File: src/rtl/pc_pkg.sv
// ---------------------------------------------------------------------------
// pc_pkg
// Shared definitions for the program-counter unit:
//   DEFAULT_ADDR_W  default program-counter / instruction-address width
//   RESET_VECTOR    address loaded into the PC by reset
//   pc_action_e     the single action taken on a clock edge, listed in
//                   decreasing priority order
// ---------------------------------------------------------------------------
package pc_pkg;

    localparam int DEFAULT_ADDR_W = 8;
    localparam int RESET_VECTOR   = 0;

    typedef enum logic [2:0] {
        PC_RESET,
        PC_HOLD,
        PC_ILLEGAL,
        PC_RET,
        PC_CALL,
        PC_JUMP,
        PC_INC
    } pc_action_e;

endpackage

File: src/rtl/ret_stack.sv
// ---------------------------------------------------------------------------
// ret_stack
// LIFO of STACK_DEPTH entries, each ADDR_W bits wide, holding return
// addresses for CALL/RET.
//   clk, reset  clock and synchronous active-high reset (clears depth only)
//   push        write push_data on top (ignored when full)
//   pop         discard the top entry (ignored when empty)
//   push_data   value to push
//   top         current top entry (don't-care when empty)
//   depth       number of valid entries
//   full/empty  depth == STACK_DEPTH / depth == 0
// If push and pop arrive together, push wins; pc_unit never asks for both.
// ---------------------------------------------------------------------------
module ret_stack #(
    parameter int ADDR_W      = 8,
    parameter int STACK_DEPTH = 4,
    localparam int DW         = $clog2(STACK_DEPTH + 1)
) (
    input  logic              clk,
    input  logic              reset,
    input  logic              push,
    input  logic              pop,
    input  logic [ADDR_W-1:0] push_data,
    output logic [ADDR_W-1:0] top,
    output logic [DW-1:0]     depth,
    output logic              full,
    output logic              empty
);

    logic [ADDR_W-1:0] mem [STACK_DEPTH];
    logic              do_push;
    logic              do_pop;

    assign full    = (depth == DW'(STACK_DEPTH));
    assign empty   = (depth == '0);
    assign do_push = push && !full;
    assign do_pop  = pop && !empty && !do_push;

    // Entry i is written when depth == i, so the stack grows from index 0.
    // Contents need no reset because depth alone decides what is valid.
    always_ff @(posedge clk) begin
        for (int i = 0; i < STACK_DEPTH; i++) begin
            if (do_push && (depth == DW'(i))) begin
                mem[i] <= push_data;
            end
        end
    end

    always_ff @(posedge clk) begin
        if (reset) begin
            depth <= '0;
        end else if (do_push) begin
            depth <= depth + DW'(1);
        end else if (do_pop) begin
            depth <= depth - DW'(1);
        end
    end

    // Select mem[depth-1] without a variable-width index expression.
    always_comb begin
        top = '0;
        for (int i = 0; i < STACK_DEPTH; i++) begin
            if (depth == DW'(i + 1)) begin
                top = mem[i];
            end
        end
    end

endmodule

File: src/rtl/pc_unit.sv
// ---------------------------------------------------------------------------
// pc_unit
// Program counter for the basic computer: sequential fetch, stall, jump,
// and CALL/RET through an internal return-address stack.
//   clk, reset   clock and synchronous active-high reset
//   stall        hold all state
//   jump_enable  load jump_addr into the PC
//   jump_addr    jump / call target
//   call         push pc+1, then load jump_addr
//   ret          pop the return address into the PC
//   pc           current instruction address (registered)
//   stack_depth  number of valid return addresses
//   stack_full   stack_depth == STACK_DEPTH
//   stack_empty  stack_depth == 0
//   stack_err    sticky overflow / underflow / call-with-ret flag
// ---------------------------------------------------------------------------
module pc_unit
    import pc_pkg::*;
#(
    parameter int ADDR_W      = DEFAULT_ADDR_W,
    parameter int STACK_DEPTH = 4,
    localparam int DW         = $clog2(STACK_DEPTH + 1)
) (
    input  logic              clk,
    input  logic              reset,
    input  logic              stall,
    input  logic              jump_enable,
    input  logic [ADDR_W-1:0] jump_addr,
    input  logic              call,
    input  logic              ret,
    output logic [ADDR_W-1:0] pc,
    output logic [DW-1:0]     stack_depth,
    output logic              stack_full,
    output logic              stack_empty,
    output logic              stack_err
);

    pc_action_e        action;
    logic [ADDR_W-1:0] pc_next_seq;
    logic [ADDR_W-1:0] stack_top;
    logic              push;
    logic              pop;

    // Natural wrap at 2^ADDR_W, so a call at the last address pushes 0.
    assign pc_next_seq = pc + ADDR_W'(1);

    // Priority decoder: exactly one action per edge.
    always_comb begin
        action = PC_INC;
        if (reset) begin
            action = PC_RESET;
        end else if (stall) begin
            action = PC_HOLD;
        end else if (call && ret) begin
            action = PC_ILLEGAL;
        end else if (ret) begin
            action = PC_RET;
        end else if (call) begin
            action = PC_CALL;
        end else if (jump_enable) begin
            action = PC_JUMP;
        end
    end

    // Overflowing calls and underflowing returns never reach the stack.
    assign push = (action == PC_CALL) && !stack_full;
    assign pop  = (action == PC_RET)  && !stack_empty;

    ret_stack #(
        .ADDR_W      (ADDR_W),
        .STACK_DEPTH (STACK_DEPTH)
    ) u_ret_stack (
        .clk       (clk),
        .reset     (reset),
        .push      (push),
        .pop       (pop),
        .push_data (pc_next_seq),
        .top       (stack_top),
        .depth     (stack_depth),
        .full      (stack_full),
        .empty     (stack_empty)
    );

    // Failed stack operations and call+ret fall through to pc+1 and raise
    // the sticky error flag; stack_err itself never changes control flow.
    always_ff @(posedge clk) begin
        case (action)
            PC_RESET: begin
                pc        <= ADDR_W'(RESET_VECTOR);
                stack_err <= 1'b0;
            end
            PC_HOLD: begin
                pc <= pc;
            end
            PC_ILLEGAL: begin
                pc        <= pc_next_seq;
                stack_err <= 1'b1;
            end
            PC_RET: begin
                if (!stack_empty) begin
                    pc <= stack_top;
                end else begin
                    pc        <= pc_next_seq;
                    stack_err <= 1'b1;
                end
            end
            PC_CALL: begin
                if (!stack_full) begin
                    pc <= jump_addr;
                end else begin
                    pc        <= pc_next_seq;
                    stack_err <= 1'b1;
                end
            end
            PC_JUMP: begin
                pc <= jump_addr;
            end
            default: begin
                pc <= pc_next_seq;
            end
        endcase
    end

endmodule

File: config.mk
export PLATFORM = sky130hd
export DESIGN_NAME = pc_unit
export DESIGN_NICKNAME = d
export VERILOG_FILES = /design/src/rtl/pc_pkg.sv /design/src/rtl/ret_stack.sv /design/src/rtl/pc_unit.sv
export SDC_FILE = /design/constraint.sdc
export NUM_CORES = 1
export LEC_CHECK = 0
export ABC_AREA = 1
export CAP_MARGIN = 15
export CORE_ASPECT_RATIO = 1.75
export CORE_UTILIZATION = 50
export DETAILED_ROUTE_END_ITERATION = 6
export PLACE_DENSITY = 0.75
export SLEW_MARGIN = 20
export SYNTH_ARGS = -nofsm -noshare
export SYNTH_HDL_FRONTEND = slang
export SYNTH_SLANG_ARGS = --single-unit
File: constraint.sdc
create_clock -name clk -period 1.6 [get_ports clk]
set_input_delay 0.16 -clock clk [delete_from_list [all_inputs] [get_ports clk]]
set_output_delay 0.16 -clock clk [all_outputs]
set_load 0.01 [all_outputs]
After elaboration in Yosys (flattened, before gate mapping)
Memory sizes are Yosys's and may differ from the RTL's.
Cells that the tools add are included.
Word-level totals
  RAM bits: 32
  bits of input ports: 14
  flip-flop bits (word level): 12
  word-level logic and storage cells: 74
  output and inout port bits: 14
  memories: 1
Memory list
  u_ret_stack.mem: depth 4, bits a word 8, rd ports 4, clocked after Yosys merged registers in 0, wr ports 1, line ret_stack.sv:30  | logic [ADDR_W-1:0] mem [STACK_DEPTH];
Operators by class
  add/sub/neg operators: 3
  reduce and logical (&&, ||, !) cells: 21
  mux-type cells: 35
  equal/unequal tests: 11
Operators with widths (count)
  $mux 8: 9
  $pmux 8 s5: 1
  $reduce_or 8->1: 3
  $mux 3: 6
  $mux 1: 13
  $eq 3x2->1 const B: 4
  $logic_and 1x1->1: 10
  $mux 2: 5
  $eq 3x3->1 const B: 3
  $add 8x1->8 const B: 1
  $eq 3x1->1 const B: 2
  $logic_not 3->1: 2
  $ne 2x2->1 const B: 2
  $pmux 1 s4: 1
  $reduce_bool 4->1: 1
  $add 3x1->3 const B: 1
  $logic_not 1->1: 3
  $reduce_and 3->1: 1
  $sub 3x1->3 const B: 1
  $reduce_bool 2->1: 1

Longest topological paths before layout
  depth in word-level cells: 16
  depth in mapped cells: 11
  gate-level depth less buffers: 10

By module
From an unflattened synthesis, not the netlist that was laid out.
Second synthesis, totals
  cell total of the unflattened synthesis: 327
  area, all modules: 2667.6 um2
Modules (own cells, without submodules)
  ret_stack: instances 1, cells each 150, sequential area each 1021.0 um2, area an instance 1581.5 um2
  pc_unit: instances 1, cells each 177, sequential area each 270.3 um2, area an instance 1086.0 um2

Least setup slack after synthesis
No wires, ideal clock.
  path type: reg-to-reg
  from: register u_ret_stack.depth[0]
  to: memory u_ret_stack.mem[3][0], enable pin
  clock period less this slack: 1.850 ns
  setup slack: -0.250 ns
  data arrival time: 1.479 ns
  required time: 1.230 ns
  cell stages (with the launch flop): 7
  library setup time: 0.370 ns
  buffers on the path: 1
  path through: dfxtp_1 inv_1 ha_1 buf_2 nand2_4 nand3_4 nor2_1
Between the ends
  cells in the longest elaborated chain, start to end: 11
  elaborated cells between the ends (all ways): 29
  those cells by class: eq/ne (4); mux (14); reduce/logical (11)
Ends and longest elaborated chain
  from (decl): line ret_stack.sv:25  | output logic [DW-1:0] depth,
  from (signal assigned): line ret_stack.sv:53  | depth <= depth + DW'(1);
  from (signal assigned): line ret_stack.sv:55  | depth <= depth - DW'(1);
  $eq 3x3->1: line ret_stack.sv:34  | assign full = (depth == DW'(STACK_DEPTH));
  $logic_not 1->1: line ret_stack.sv:36, pc_unit.sv:66
  $logic_and 1x1->1: line pc_unit.sv:66  | assign push = (action == PC_CALL) && !stack_full;
  $logic_and 1x1->1: line ret_stack.sv:36  | assign do_push = push && !full;
  $logic_and 1x1->1: line ret_stack.sv:43  | if (do_push && (depth == DW'(i))) begin
  $mux 1: line ret_stack.sv:43
  $mux 1 (not written as such): line ret_stack.sv:44  | mem[i] <= push_data;
  $reduce_or 8->1 (no line)
  $mux 2 (no line) or $mux 1 (tied branches) (3 in series)
  to (decl): line ret_stack.sv:30
Several ways; a longest one is shown, not always the timed one.

Final worst setup path
  from: register u_ret_stack.depth[1]
  to: register u_ret_stack.depth[2]
Between the ends
  cells in the longest elaborated chain, start to end: 7
  elaborated cells between the ends (all ways): 15
  those cells by class: add/sub (2); eq/ne (1); mux (2); reduce/logical (10)
Ends and longest elaborated chain
  parallel branches: the longest is 7 deep, another holds $sub 3x1->3
Parallel ways; which one is timed is not known. The select of a mux whose other input is x is not followed.
A chain may end at the register's enable or synchronous reset.

==> summary.md <==
| Metric | Value |
|---|---|
| IO Count | `28` |
| Antenna violations before repair | `0` |
| Pwr/cell area | `892.6 mW/mm^2` |
| First-pass GRT wire length | `10.94 mm` |
| CP delay by family, top | `simple AND/OR/NAND/NOR gates` |
| Largest net degree at the start of global routing | `14` |
| Via count | `2284` |
| Antenna cells | `0` |
| Clk_lat worst skew | `0.31 ns` |
| CP Max Fanout | `11` |
| CTS sink count | `44` |
| Ys async rst share | `0%` |
| CP arrival | `1.76 ns` |
| HPWL after DPL | `5.322 mm` |
| Fin. Hold Viols | `0` |
| Dpl cell area | `0.003246 sq mm` |
| Placed Cells incl. Taps | `418` |
| Die area | `0.005347 sq mm` |
| Post-synthesis net count | `312` |
| Synth Flop Type | `edfxtp_1` |
| Crit path to | `u_ret_stack.depth[2]$_SDFFE_PP0P_` |
| Critical path class | `reg2reg` |
| CTS buffer count | `5` |
| Synth warnings | `0` |
| Max-cap viol count | `0` |
| Synthesized area | `0.002524 sq mm` |
| Starting density of the core | `53.15%` |
| Worst reg-to-reg path cell count | `10` |
| Status | `finished, final reports clean` |
| # port buffers | `27` |
| Clk root buf | `clkbuf_8` |
| Number of detailed-route iterations in the first pass | `5` |
| RSZ-0062 raised after global routing | `yes` |
| Sw Share | `26.76%` |
| Flop-to-flop setup slack | `0.03 ns` |
| GPL Wtd Cong | `0.8737` |
| Total Power | `3179 uW` |
| Fin crit period | `1.569 ns` |
| Final setup fails | `0` |
| CTS H-tree depth | `2` |
| CP Launch Type | `flop` |
| Hold path depth | `3` |
| Fill cells | `299` |
| Cell row count | `33` |
| CTS Buffer Depth | `2` |
| Post-route clock skew | `0.007444 ns` |
| Distinct cells, synth | `31` |
| Number of enable flip-flop cells after synthesis | `41` |
| CP max-delay cell | `dfxtp_4` |
| GRT Residual Overflow | `0` |
| RR Endpoint | `u_ret_stack.depth[2]$_SDFFE_PP0P_` |
| DRC errors left | `0` |
| DR vias/cell | `5.349` |
| ANT nets after route | `0` |
| CP Data Required Time | `1.79 ns` |
| Synth Register Bits | `44` |
| Design Area, Final | `0.003561 sq mm` |
| CP bufs+invs | `3` |
| Clock Power Share | `31.3%` |
| Post-route insts no fill | `427` |
| Slew margin rel. | `83.77%` |
| Worst Tran Pin Value | `0.2432 ns` |
| CP Cell Sequence | `inv_4 > ha_4 > nand2_4 > buf_6 > nand3_4 > buf_4 > nand2_1 > nand2_1 > nor2_2 > nor2_1` |
| Max incr delay on CP | `0.39 ns` |
| CTS tree | `yes` |
| Nets | `396` |
| Comb pwr share | `24.5%` |
| Layout area overhead | `41.10%` |
| Max Freq | `637.5 MHz` |
| Clk slew on worst S/H paths | `0.08 ns` |
| Die Ht | `95.98 um` |
| Vias in the first global route | `2258` |
| Register area share after synthesis | `51.17%` |
| Static leakage power | `0.001566 uW` |
| Die span in x | `55.71 um` |
| Cts hold-fix bufs | `0` |
| Sequential share of power | `44.2%` |
| Part of the cycle the worst path needs | `98.04%` |
| Net switching power | `850.7 uW` |
| Initial detailed-routing violation count | `89` |
| Post-Synthesis Cells | `291` |
| Int Pwr | `2328 uW` |
| CP endpoint kind | `flop` |
| Share of cells above drive strength 1 | `30.67%` |
| Final Max Slew Viols | `0` |
| Drt wl/cell | `16.30 um` |
| Final setup TNS | `0 ns` |
| Final wirelength | `6.961 mm` |
| GRT Util Overall | `27.96%` |
| Crit path depth | `10` |
| Worst R2R Start | `u_ret_stack.depth[1]$_SDFFE_PP0P_` |
| Min-Delay Path Class | `in2reg` |
| VDD IR max | `0.7797 mV` |
| Most common cell on crit path | `nand2_1` |
| Crit. Startpoint | `u_ret_stack.depth[1]$_SDFFE_PP0P_` |
| Syn_area_per_cell | `8.672 sq um` |
| Core area | `0.004748 sq mm` |
==> kinds of logic (layout without fill, tap and decap cells) <==
| group | after synthesis | count (layout) | share of synthesized area [%] |
|---|---|---|---|
| AOI/OAI and AO/OA | 21 | 21 | 4.661 |
| xor gates and xnor gates | 2 | 2 | 0.6942 |
| adders and majority gates | 7 | 7 | 3.470 |
| buffers and inverters | 34 | 118 | 5.851 |
| DFF | 44 | 44 | 51.17 |
| and+or+nand+nor | 183 | 183 | 34.16 |
==> power by group through the flow <==
| stage | sequential (uW) | combinational, uW | clock, uW |
|---|---|---|---|
| finish | 1400 | 780 | 994 |
| global route | 1410 | 839 | 1040 |
| CTS | 1400 | 737 | 997 |
| detailed placement | 1420 | 708 | 0 |
| global placement | 1420 | 699 | 0 |
| floorplan | 1440 | 321 | 0 |
==> state kept, by name, indices dropped and copies added (netlist names) <==
signal and count:
pc 8, u_ret_stack.mem 32, u_ret_stack.depth 3, stack_err 1
==> metrics by stage <==
step / util [%] / hold WS, ns / setup slack, ns
after floorplan: - / 0.3291 / 0.01012
after global placement: 68.35 / 0.6170 / -0.1482
after detailed placement: 68.35 / 0.6152 / -0.2073
after CTS: 72.89 / 0.5298 / -0.01235
after global routing: 74.99 / 0.5332 / -0.04141
final: 74.99 / 0.5271 / 0.03138
==> cell usage in the layout, fill, tap and decap left out, types with 4 or more instances in the layout <==
master	n
o21ai_1	4
nor2_4	4
nand2_4	7
clkdlybuf4s50_1	25
buf_4	47
inv_2	6
nor2_2	6
o21ai_0	4
nand2_1	85
nand4_1	4
inv_1	18
nand3_1	27
nand2_2	7
nor2_1	29
buf_6	6
a21oi_1	7
edfxtp_1	41
nand3b_1	6
ha_4	5
clkbuf_8	5
inv_4	6
==> synth_stat cells (2+ instances only) <==
library cell | n | share of area (%)
inv_2 | 7 | 1.0
ha_1 | 7 | 3.5
nor2_4 | 2 | 0.89
nand4_1 | 4 | 0.99
a21oi_1 | 7 | 1.4
nand3b_1 | 6 | 1.8
buf_6 | 2 | 0.89
inv_1 | 22 | 3.3
nand2_2 | 4 | 0.99
nand2_1 | 91 | 14
buf_2 | 2 | 0.40
o21ai_0 | 5 | 0.99
nor2_2 | 3 | 0.74
nor2_1 | 34 | 5.1
edfxtp_1 | 41 | 49
o21ai_1 | 4 | 0.79
dfxtp_1 | 3 | 2.4
xor2_1 | 2 | 0.69
nand3_1 | 29 | 5.8
nand2_4 | 5 | 2.2
==> metal layers <==
metal | vias to the layer above | track usage [%] | wire (um) | part of all wire, %
met5 | - | 0 | 0 | 0
met4 | 0 | 18.13 | 398 | 5.7
met3 | 30 | 3.495 | 320 | 4.6
met2 | 83 | 54.42 | 3808 | 55
met1 | 1042 | 27.36 | 2433 | 35
li1 | 1129 | - | - | -
==> worst min-delay path by stage <==
stage                                      start                                end  slack, ns
3_5_place_dp   u_ret_stack.depth[0]$_SDFFE_PP0P_  u_ret_stack.depth[0]$_SDFFE_PP0P_       0.62
5_1_grt                             jump_addr[5]                    pc[5]$_DFFE_PP_       0.53
3_3_place_gp   u_ret_stack.depth[0]$_SDFFE_PP0P_  u_ret_stack.depth[0]$_SDFFE_PP0P_       0.62
4_1_cts                             jump_addr[5]                    pc[5]$_DFFE_PP_       0.53
6_report                            jump_addr[5]                    pc[5]$_DFFE_PP_       0.53
2_1_floorplan                              reset  u_ret_stack.depth[1]$_SDFFE_PP0P_       0.33
==> tightest hold or removal path: stages <==
cell and delay (ns):
clkdlybuf4s50_1 0.45, nand2_1 0.05, nand3_1 0.07
==> cell type report <==
cell class              instances  area (sq um)  share of cell area, %
clock buffers                   5         68.82                  1.933
clock inverters                 2         60.06                  1.687
well taps                      52         65.06                  1.827
multi-input cells             213          1227                  34.47
repair buffers                 81         711.9                  19.99
inverters                      30         127.6                  3.584
flip-flops and latches         44          1300                  36.51
==> repair_timing <==
item / in CTS / in global routing
hold endpoints to repair: 0 / 0
gates resized for setup: 21 / 28
endpoints found under the setup margin: 19 / 24
setup buffers: 1 / 2
pin swaps: 2 / 9
(Power assumes the default switching activity.)
